[src/rtl/hazard_stall_controller.sv]
// Hazard and stall sequencer for the 5-stage MIPS pipeline.
// Generates stall/flush controls for the fetch, decode and execute pipeline
// registers, the execute-operand forwarding selects, and schedules the
// multi-cycle HI/LO (mult/div) unit.
// Build option: define FORWARDING_EN to enable operand forwarding. When it is
// left undefined, forwards are tied to 00. Instead, decode stalls on any RAW
// hazard against the execute or memory stage. Writeback is covered by the
// write-first register file.
module hazard_stall_controller #(
    parameter int MULT_CYCLES = 4,
    parameter int DIV_CYCLES  = 32,
    parameter int COUNT_W     = 6
) (
    input  logic       clk,
    input  logic       reset,
    input  logic [4:0] rs_decode,
    input  logic [4:0] rt_decode,
    input  logic [4:0] rs_execute,
    input  logic [4:0] rt_execute,
    input  logic [4:0] write_register_execute,
    input  logic       register_write_execute,
    input  logic       memory_to_register_execute,
    input  logic [4:0] write_register_memory,
    input  logic       register_write_memory,
    input  logic [4:0] write_register_writeback,
    input  logic       register_write_writeback,
    input  logic       hi_lo_start_execute,
    input  logic       hi_lo_divide_execute,
    input  logic       hi_lo_use_decode,
    input  logic       program_counter_multiplexer_jump_execute,
    output logic       stall_fetch,
    output logic       stall_decode,
    output logic       flush_decode,
    output logic       flush_execute,
    output logic [1:0] forward_a_execute,
    output logic [1:0] forward_b_execute,
    output logic       hi_lo_busy,
    output logic       hi_lo_done
);

    typedef enum logic [1:0] {
        ST_IDLE = 2'b00,
        ST_MULT = 2'b01,
        ST_DIV  = 2'b10
    } state_t;

    localparam logic [COUNT_W-1:0] MULT_LOAD = COUNT_W'(MULT_CYCLES - 1);
    localparam logic [COUNT_W-1:0] DIV_LOAD  = COUNT_W'(DIV_CYCLES - 1);
    localparam logic [COUNT_W-1:0] CNT_ZERO  = {COUNT_W{1'b0}};
    localparam logic [COUNT_W-1:0] CNT_ONE   = COUNT_W'(1);

    state_t             state_q;
    logic [COUNT_W-1:0] count_q;
    logic               busy_q;

    logic load_use_s;
    logic hi_lo_stall_s;
    logic raw_stall_s;
    logic stall_any_s;

    // HI/LO scheduler: counts down the occupancy of the mult/div unit.
    // A start request while already busy is ignored; decode is held off anyway.
    always_ff @(posedge clk or negedge reset) begin
        if (!reset) begin
            state_q <= ST_IDLE;
            count_q <= CNT_ZERO;
            busy_q  <= 1'b0;
        end else begin
            case (state_q)
                ST_IDLE: begin
                    if (hi_lo_start_execute) begin
                        busy_q <= 1'b1;
                        if (hi_lo_divide_execute) begin
                            state_q <= ST_DIV;
                            count_q <= DIV_LOAD;
                        end else begin
                            state_q <= ST_MULT;
                            count_q <= MULT_LOAD;
                        end
                    end else begin
                        busy_q <= 1'b0;
                    end
                end
                ST_MULT, ST_DIV: begin
                    if (count_q == CNT_ZERO) begin
                        state_q <= ST_IDLE;
                        busy_q  <= 1'b0;
                    end else begin
                        count_q <= count_q - CNT_ONE;
                    end
                end
                default: begin
                    state_q <= ST_IDLE;
                    count_q <= CNT_ZERO;
                    busy_q  <= 1'b0;
                end
            endcase
        end
    end

    assign hi_lo_busy = busy_q;
    assign hi_lo_done = busy_q && (count_q == CNT_ZERO);

    // A load in execute feeding either decode source needs one bubble; $0 never counts.
    assign load_use_s = memory_to_register_execute &&
                        (write_register_execute != 5'd0) &&
                        ((write_register_execute == rs_decode) ||
                         (write_register_execute == rt_decode));

    // HI/LO consumers wait until the unit is idle, including the start cycle itself.
    assign hi_lo_stall_s = hi_lo_use_decode && (busy_q || hi_lo_start_execute);

`ifdef FORWARDING_EN
    // Select the youngest in-flight producer of an execute operand; memory beats writeback.
    function automatic logic [1:0] fwd_sel(input logic [4:0] src,
                                           input logic [4:0] mem_dst,
                                           input logic       mem_wr,
                                           input logic [4:0] wb_dst,
                                           input logic       wb_wr);
        logic [1:0] sel;
        if (src == 5'd0) begin
            sel = 2'b00;
        end else if (mem_wr && (mem_dst == src)) begin
            sel = 2'b10;
        end else if (wb_wr && (wb_dst == src)) begin
            sel = 2'b01;
        end else begin
            sel = 2'b00;
        end
        return sel;
    endfunction

    assign forward_a_execute = fwd_sel(rs_execute, write_register_memory, register_write_memory,
                                       write_register_writeback, register_write_writeback);
    assign forward_b_execute = fwd_sel(rt_execute, write_register_memory, register_write_memory,
                                       write_register_writeback, register_write_writeback);
    assign raw_stall_s       = 1'b0;

    logic unused_fwd_s;
    assign unused_fwd_s = register_write_execute;
`else
    // Without forwarding, any decode source produced in execute or memory must wait.
    function automatic logic raw_hit(input logic [4:0] src,
                                     input logic [4:0] ex_dst,
                                     input logic       ex_wr,
                                     input logic [4:0] mem_dst,
                                     input logic       mem_wr);
        logic hit;
        if (src == 5'd0) begin
            hit = 1'b0;
        end else begin
            hit = (ex_wr && (ex_dst == src)) || (mem_wr && (mem_dst == src));
        end
        return hit;
    endfunction

    assign forward_a_execute = 2'b00;
    assign forward_b_execute = 2'b00;
    assign raw_stall_s = raw_hit(rs_decode, write_register_execute, register_write_execute,
                                 write_register_memory, register_write_memory) ||
                         raw_hit(rt_decode, write_register_execute, register_write_execute,
                                 write_register_memory, register_write_memory);

    logic unused_fwd_s;
    assign unused_fwd_s = ^{rs_execute, rt_execute, write_register_writeback,
                            register_write_writeback};
`endif

    assign stall_any_s = load_use_s || hi_lo_stall_s || raw_stall_s;

    // Combine hazards into pipeline controls; a taken branch/jump overrides any stall.
    always_comb begin
        stall_fetch   = 1'b0;
        stall_decode  = 1'b0;
        flush_decode  = 1'b0;
        flush_execute = 1'b0;
        if (program_counter_multiplexer_jump_execute) begin
            flush_decode  = 1'b1;
            flush_execute = 1'b1;
        end else if (stall_any_s) begin
            stall_fetch   = 1'b1;
            stall_decode  = 1'b1;
            flush_execute = 1'b1;
        end else begin
            stall_fetch   = 1'b0;
            stall_decode  = 1'b0;
        end
    end

endmodule
[config.mk]
export PLATFORM = sky130hd
export DESIGN_NAME = hazard_stall_controller
export DESIGN_NICKNAME = d
export VERILOG_FILES = /design/src/rtl/hazard_stall_controller.sv
export SDC_FILE = /design/constraint.sdc
export NUM_CORES = 1
export LEC_CHECK = 0
export BUFFER_PORTS_ARGS = -buffer_cell sky130_fd_sc_hd__buf_2
export CAP_MARGIN = 20
export CORE_MARGIN = 2
export CORE_UTILIZATION = 35
export DETAILED_ROUTE_END_ITERATION = 7
export HOLD_SLACK_MARGIN = 0.12
export PLACE_DENSITY = 0.67
export RECOVER_POWER = 100
export SYNTH_ARGS = -nofsm -noshare
export SYNTH_HDL_FRONTEND = slang
export SYNTH_SLANG_ARGS = --single-unit
export TNS_END_PERCENT = 5
[constraint.sdc]
create_clock -name clk -period 4.8 [get_ports clk]
set_clock_uncertainty 0.15 [all_clocks]
set_input_delay 1.44 -clock clk [delete_from_list [all_inputs] [get_ports clk]]
set_output_delay 1.44 -clock clk [all_outputs]
set_load 0.05 [all_outputs]
==> results.md, run 1 <==
- Final routed wirelength across all metal layers: 2.050 mm
- LEAKAGE: 0.0005063 uW
- Die extent in y: 55.19 um
- Via count of the first global-routing pass: 866
- Highest attainable clock frequency: 219.4 MHz
- Setup_tns: 0 ns
- Count of max-cap constraint violations: 0
- Relative max-transition margin: 22.83%
- Overall global routing resource usage: 15.83%
- Transition time at the pin with the least slew margin: 1.145 ns
- Startpoint type of the worst setup path: primary input
- CTS hold repair buffers: 0
- Register share of total power: 29.8%
- Number of library cell types mapped by synthesis: 35
- Post-placement worst setup slack: 0.2538 ns
- Fin area: 1110 um2
- Clk network pwr share: 12.7%
- I/O Pins: 55
- Setup slack of the critical path after layout: 0.2417 ns
- Number of nets with antenna violations after routing: 0
- CTS H-tree depth: 1
- Starting density of the core: 37.02%
- CTS-repair resized insts: 0
- Cell chain of the critical path: buf_2 -> nor2b_1 -> a2111o_1 -> nor4b_2 -> o22ai_1 -> a31oi_2 -> clkbuf_2
- Setup repair after global routing missed its margin: no
- Count of clock tree sinks: 9
- Crit path capture type: output port
- Int Pwr: 239.6 uW
- Final routed DRC violation total: 0
- Synthesis-stage register bit count: 9
- VDD IR-drop max: 0.2981 mV
- Critical register-to-register path startpoint: count_q[3]
- Clock transition at the registers of the reported paths: 0.06 ns
- Per-cell routed wire length: 11.45 um
- Final hold slack: 0.3623 ns
- Largest buffer count on any clock path: 2
- Std-Cell Rows: 18
- Fin. max-slew vios: 0
- Die Area: 3046 um2
- Via count of the routed design: 936
- Worst EP arrival: 2.97 ns
- Ys flop type: sky130_fd_sc_hd__dfrtp_1
- Dpl hpwl: 1.819 mm
- Overflow left after global routing: 0
- Syn. warnings: 0
- Largest fanout of any net on the critical path: 4
- Vias per inst: 5.229
- Cell area reported after detailed placement: 1090 um2
- IO buf count: 34
- DR pass1 iterations: 4
- Insertion delay of the later-clocked pin in the worst-skew pair: 0.26 ns
- Synthesized netlist cell count: 115
- Count of final setup violators: 0
- TritonCTS buffer count: 3
- Start point of the critical path: rt_decode[1]
- Worst-path cell with the longest stage delay: sky130_fd_sc_hd__a2111o_1
- Maximum number of pins on one net before global-route repair: 13
- Routability congestion estimate from global placement: 0.8255
- Growth of design area from synthesis to finish: 21.01%
- Type of the tightest min-delay check: flip-flop to flip-flop
- Switch share: 48.63%
- Portion of the post-synthesis area used by sequential elements: 24.56%
- Share of post-route cells with drive strength above 1: 23.49%
- Total instance count after detailed placement: 175
- Number of setup buffers added after CTS: 0
- Non-Filler Instances: 179
- Slowest Stage Delay on Critical Path: 0.40 ns
- CP Class: primary input to output port
- TritonCTS clock tree: built
- Number of hold-slack violations in the final timing report: 0
- Nets@finish: 199
- Core ar.: 2477 um2
- Part of the cycle the worst path needs: 94.96%
- Wire length of the first global-routing pass: 3.484 mm
- Area of the mapped netlist: 917.1 um2
- Crit path required time: 3.21 ns
- Net Sw Power: 226.9 uW
- ANT cells: 0
- Horiz. Die Dim: 55.19 um
- Crit path time final: 4.558 ns
- Initial antenna violation count: 0
- Run status: finished, final reports clean
- Ys async rst share: 100.0%
- Worst Min Path Start: count_q[5]
- Detailed Route Iter0 Violations: 12
- Buffer type at the clock tree root: sky130_fd_sc_hd__clkbuf_4
- Average instance area after synthesis: 7.975 um2
- Share of power burned in combinational logic: 57.5%
- Power density over the cells: 420.3 nW/um2
- Number of flops mapped to enable cells by yosys: 0
Yosys cell counts, drive strengths merged (2+ instances only):
cell type,number,area [um2]
or4,3,23.77
a21oi,5,25.02
dfrtp,9,225.2
nor2b,2,12.51
nor2,8,30.03
nand2,5,18.77
buf,7,52.55
o21ai,13,65.06
nor4,2,12.51
nand4,2,12.51
xnor2,10,87.58
and3,2,12.51
a31oi,3,18.77
inv,9,33.78
nand2b,4,25.02
xor2,6,52.55
o31ai,3,22.52
ha,4,50.05
nor3,3,15.01
a22o,2,17.52
layer usage:
metal | GRT usage, % | routed length [um]
met1 | 19.17 | 912
met4 | 7.317 | 38
met3 | 2.151 | 90
met5 | 0 | 0
met2 | 27.58 | 1007
state kept, by name, summed over array words and instances (netlist names):
register	count
hi_lo_busy	1
count_q	6
state_q	2
critical path, delay by kind of cell:
kind,cells,cell delay (ns)
AO/OA/AOI/OAI,3,0.72
buffers and inverters,2,0.42
AND/OR/NAND/NOR,2,0.38
metrics by stage:
stage	total power, uW	utilization (%)
6_report	466.5	44.80
5_1_grt	516.7	44.80
4_1_cts	475.7	45.05
3_5_place_dp	415.4	43.99
3_3_place_gp	409.4	43.99
2_1_floorplan	357.3	-
layout make-up:
cell class              count  area, um2
flip-flops and latches      9      225.2
well taps                  30      37.54
multi-input cells          93      623.1
inverters                   9      33.78
repair buffers             34      163.9
clock buffers               4      26.28
fillers                   262       1368
path summary, 6_finish.rpt:
check	to	slack (ns)	depth (start not counted)
max	stall_fetch	0.24	7
min	count_q[5]	0.36	2
max reg2reg	count_q[2]	2.33	5
min reg2reg	count_q[5]	0.36	2
max in group asynchronous	state_q[1]	3.21	1
min in group asynchronous	count_q[0]	0.96	1
cells by family (layout without fill, tap and decap cells):
group                      Yosys count  in the layout  synth area share, %
xor gates and xnor gates            16             16                15.28
AOI/OAI and AO/OA                   32             32                21.56
and+or+nand+nor                     37             37                23.33
other                                1              4               0.4089
adders and majority gates            4              4                5.457
DFF                                  9              9                24.56
buffers and inverters               16             47                9.413
power groups by stage:
stage	Combinational (uW)	Clock, uW	Sequential (uW)
detailed placement	275	0	140
floorplan	211	0	146
CTS	276	60.8	139
global route	308	64.3	144
global placement	270	0	140
finish	268	59.1	139
cell usage in the layout, fill, tap and decap left out, drive strengths merged, types with 2 or more instances in the layout:
| cell | count |
|---|---|
| buf | 26 |
| o21ai | 13 |
| clkbuf | 12 |
| xnor2 | 10 |
| inv | 9 |
| dfrtp | 9 |
| nor2 | 8 |
| xor2 | 6 |
| nand2 | 5 |
| a21oi | 5 |
| nand2b | 4 |
| ha | 4 |
| conb | 4 |
| nor3 | 3 |
| o31ai | 3 |
| or4 | 3 |
| a31oi | 3 |
| nor4 | 2 |
| nor2b | 2 |
| and3 | 2 |
| nand4 | 2 |
| a22o | 2 |
Power figures use the tool's default switching activity.
==> run 2: changes to the inputs <==
--- a/config.mk
+++ b/config.mk
@@ -11,6 +11,7 @@
 export CORE_UTILIZATION = 35
 export DETAILED_ROUTE_END_ITERATION = 7
 export HOLD_SLACK_MARGIN = 0.12
+export MAX_ROUTING_LAYER = met4
 export PLACE_DENSITY = 0.67
 export RECOVER_POWER = 100
 export SYNTH_ARGS = -nofsm -noshare
==> results.md, run 2 (same netlist as run 1, synthesis figures left out) <==
- Setup_tns: 0 ns
- I/O Pins: 55
- VDD IR-drop max: 0.2986 mV
- Count of clock tree sinks: 9
- Number of nets with antenna violations after routing: 0
- Wire length of the first global-routing pass: 3.484 mm
- Growth of design area from synthesis to finish: 21.01%
- Nets@finish: 199
- Run status: finished, final reports clean
- Starting density of the core: 37.02%
- Slowest Stage Delay on Critical Path: 0.40 ns
- Count of final setup violators: 0
- LEAKAGE: 0.0005063 uW
- Horiz. Die Dim: 55.19 um
- Via count of the first global-routing pass: 868
- Dpl hpwl: 1.819 mm
- Crit path required time: 3.21 ns
- Per-cell routed wire length: 11.44 um
- Via count of the routed design: 929
- Cell chain of the critical path: buf_2 -> nor2b_1 -> a2111o_1 -> nor4b_2 -> o22ai_1 -> a31oi_2 -> clkbuf_2
- Highest attainable clock frequency: 219.4 MHz
- Crit path time final: 4.558 ns
- CTS hold repair buffers: 0
- Detailed Route Iter0 Violations: 8
- Final routed DRC violation total: 0
- DR pass1 iterations: 4
- Maximum number of pins on one net before global-route repair: 13
- Relative max-transition margin: 23.20%
- Part of the cycle the worst path needs: 94.96%
- Final Total Pwr: 466.7 uW
- Buffer type at the clock tree root: sky130_fd_sc_hd__clkbuf_4
- ANT cells: 0
- Fin. max-slew vios: 0
- Register with the highest flop count: count_q
- Final core utilization: 44.80%
- Initial antenna violation count: 0
- Most used cells in the layout excluding fill and tap cells: sky130_fd_sc_hd__buf_2 (26), sky130_fd_sc_hd__xnor2_1 (10), sky130_fd_sc_hd__inv_1 (9), sky130_fd_sc_hd__dfrtp_1 (9), sky130_fd_sc_hd__nor2_1 (8)
- Transition time at the pin with the least slew margin: 1.140 ns
- Final routed wirelength across all metal layers: 2.047 mm
- Routability congestion estimate from global placement: 0.8380
- Largest register FFs: 6
- Vias per inst: 5.190
- Fill cells: 262
- Clock transition at the registers of the reported paths: 0.06 ns
- Insertion delay of the later-clocked pin in the worst-skew pair: 0.26 ns
- Core ar.: 2477 um2
- CTS-repair resized insts: 0
- Share of post-route cells with drive strength above 1: 23.49%
- Number of setup buffers added after CTS: 0
- Power density over the cells: 420.5 nW/um2
- Die extent in y: 55.19 um
- CTS H-tree depth: 1
- Type of the tightest min-delay check: flip-flop to flip-flop
- Number of hold-slack violations in the final timing report: 0
- Overflow left after global routing: 0
- Crit path capture type: output port
- Count of max-cap constraint violations: 0
- IO buf count: 34
- Largest buffer count on any clock path: 2
- Worst EP arrival: 2.97 ns
- Most common cell after layout, fill and taps aside: sky130_fd_sc_hd__buf_2
- CP Class: primary input to output port
- Largest fanout of any net on the critical path: 4
- Die Area: 3046 um2
- Setup repair after global routing missed its margin: no
- TritonCTS clock tree: built
- Worst-path cell with the longest stage delay: sky130_fd_sc_hd__a2111o_1
- TritonCTS buffer count: 3
- Overall global routing resource usage: 16.27%
- Std-Cell Rows: 18
- Startpoint type of the worst setup path: primary input
-- run 2: cell counts in the layout (fill, tap and decap cells not counted) --
Identical to the previous run, type by type.
-- run 2: routing by layer --
| metal | routed length, um | up-vias | GRT usage [%] |
|---|---|---|---|
| li1 | - | 470 | - |
| met1 | 910 | 431 | 19.17 |
| met2 | 1011 | 23 | 27.58 |
| met3 | 87 | 5 | 2.151 |
| met4 | 38 | 0 | 7.317 |
| met5 | 0 | - | - |
-- run 2: worst paths after layout --
kind	startpoint	to	slack [ns]	cells after the start
worst max-delay path	rt_decode[1]	stall_fetch	0.24	7
worst min-delay path	count_q[5]	count_q[5]	0.37	2
worst max register to register	count_q[3]	count_q[2]	2.33	5
worst min register to register	count_q[5]	count_q[5]	0.37	2
max in group asynchronous	reset	state_q[1]	3.21	1
min in group asynchronous	reset	count_q[0]	0.96	1
-- run 2: power by group --
| part | switching (uW) | total (uW) | internal [uW] |
|---|---|---|---|
| registers | 29.6 | 139 | 110 |
| logic | 170 | 268 | 97.8 |
| clock network | 27.2 | 59.3 | 32.1 |
| total | 227 | 467 | 240 |
-- run 2: layout make-up --
type	count	area, um2	share of cell area, %
multi-input cells	93	623.1	56.14
flip-flops and latches	9	225.2	20.29
repair buffers	34	163.9	14.77
well taps	30	37.54	3.382
inverters	9	33.78	3.044
clock buffers	4	26.28	2.368
-- run 2: worst max-delay path: cells and delay by family --
| family | cells | cell delay, ns |
|---|---|---|
| buf+inv | 2 | 0.42 |
| compound gates | 3 | 0.72 |
| simple gates | 2 | 0.38 |
-- run 2: metrics by stage --
stage / setup slack, ns / std cells / hold WS [ns] / cell area [um2]
after floorplan: 0.04027 / 118 / 0.3158 / 934.6
after global placement: 0.2687 / 175 / 0.3388 / 1090
after detailed placement: 0.2538 / 175 / 0.3421 / 1090
after CTS: 0.2574 / 179 / 0.3559 / 1116
after global routing: 0.1366 / 179 / 0.4122 / 1110
final: 0.2419 / 179 / 0.3660 / 1110
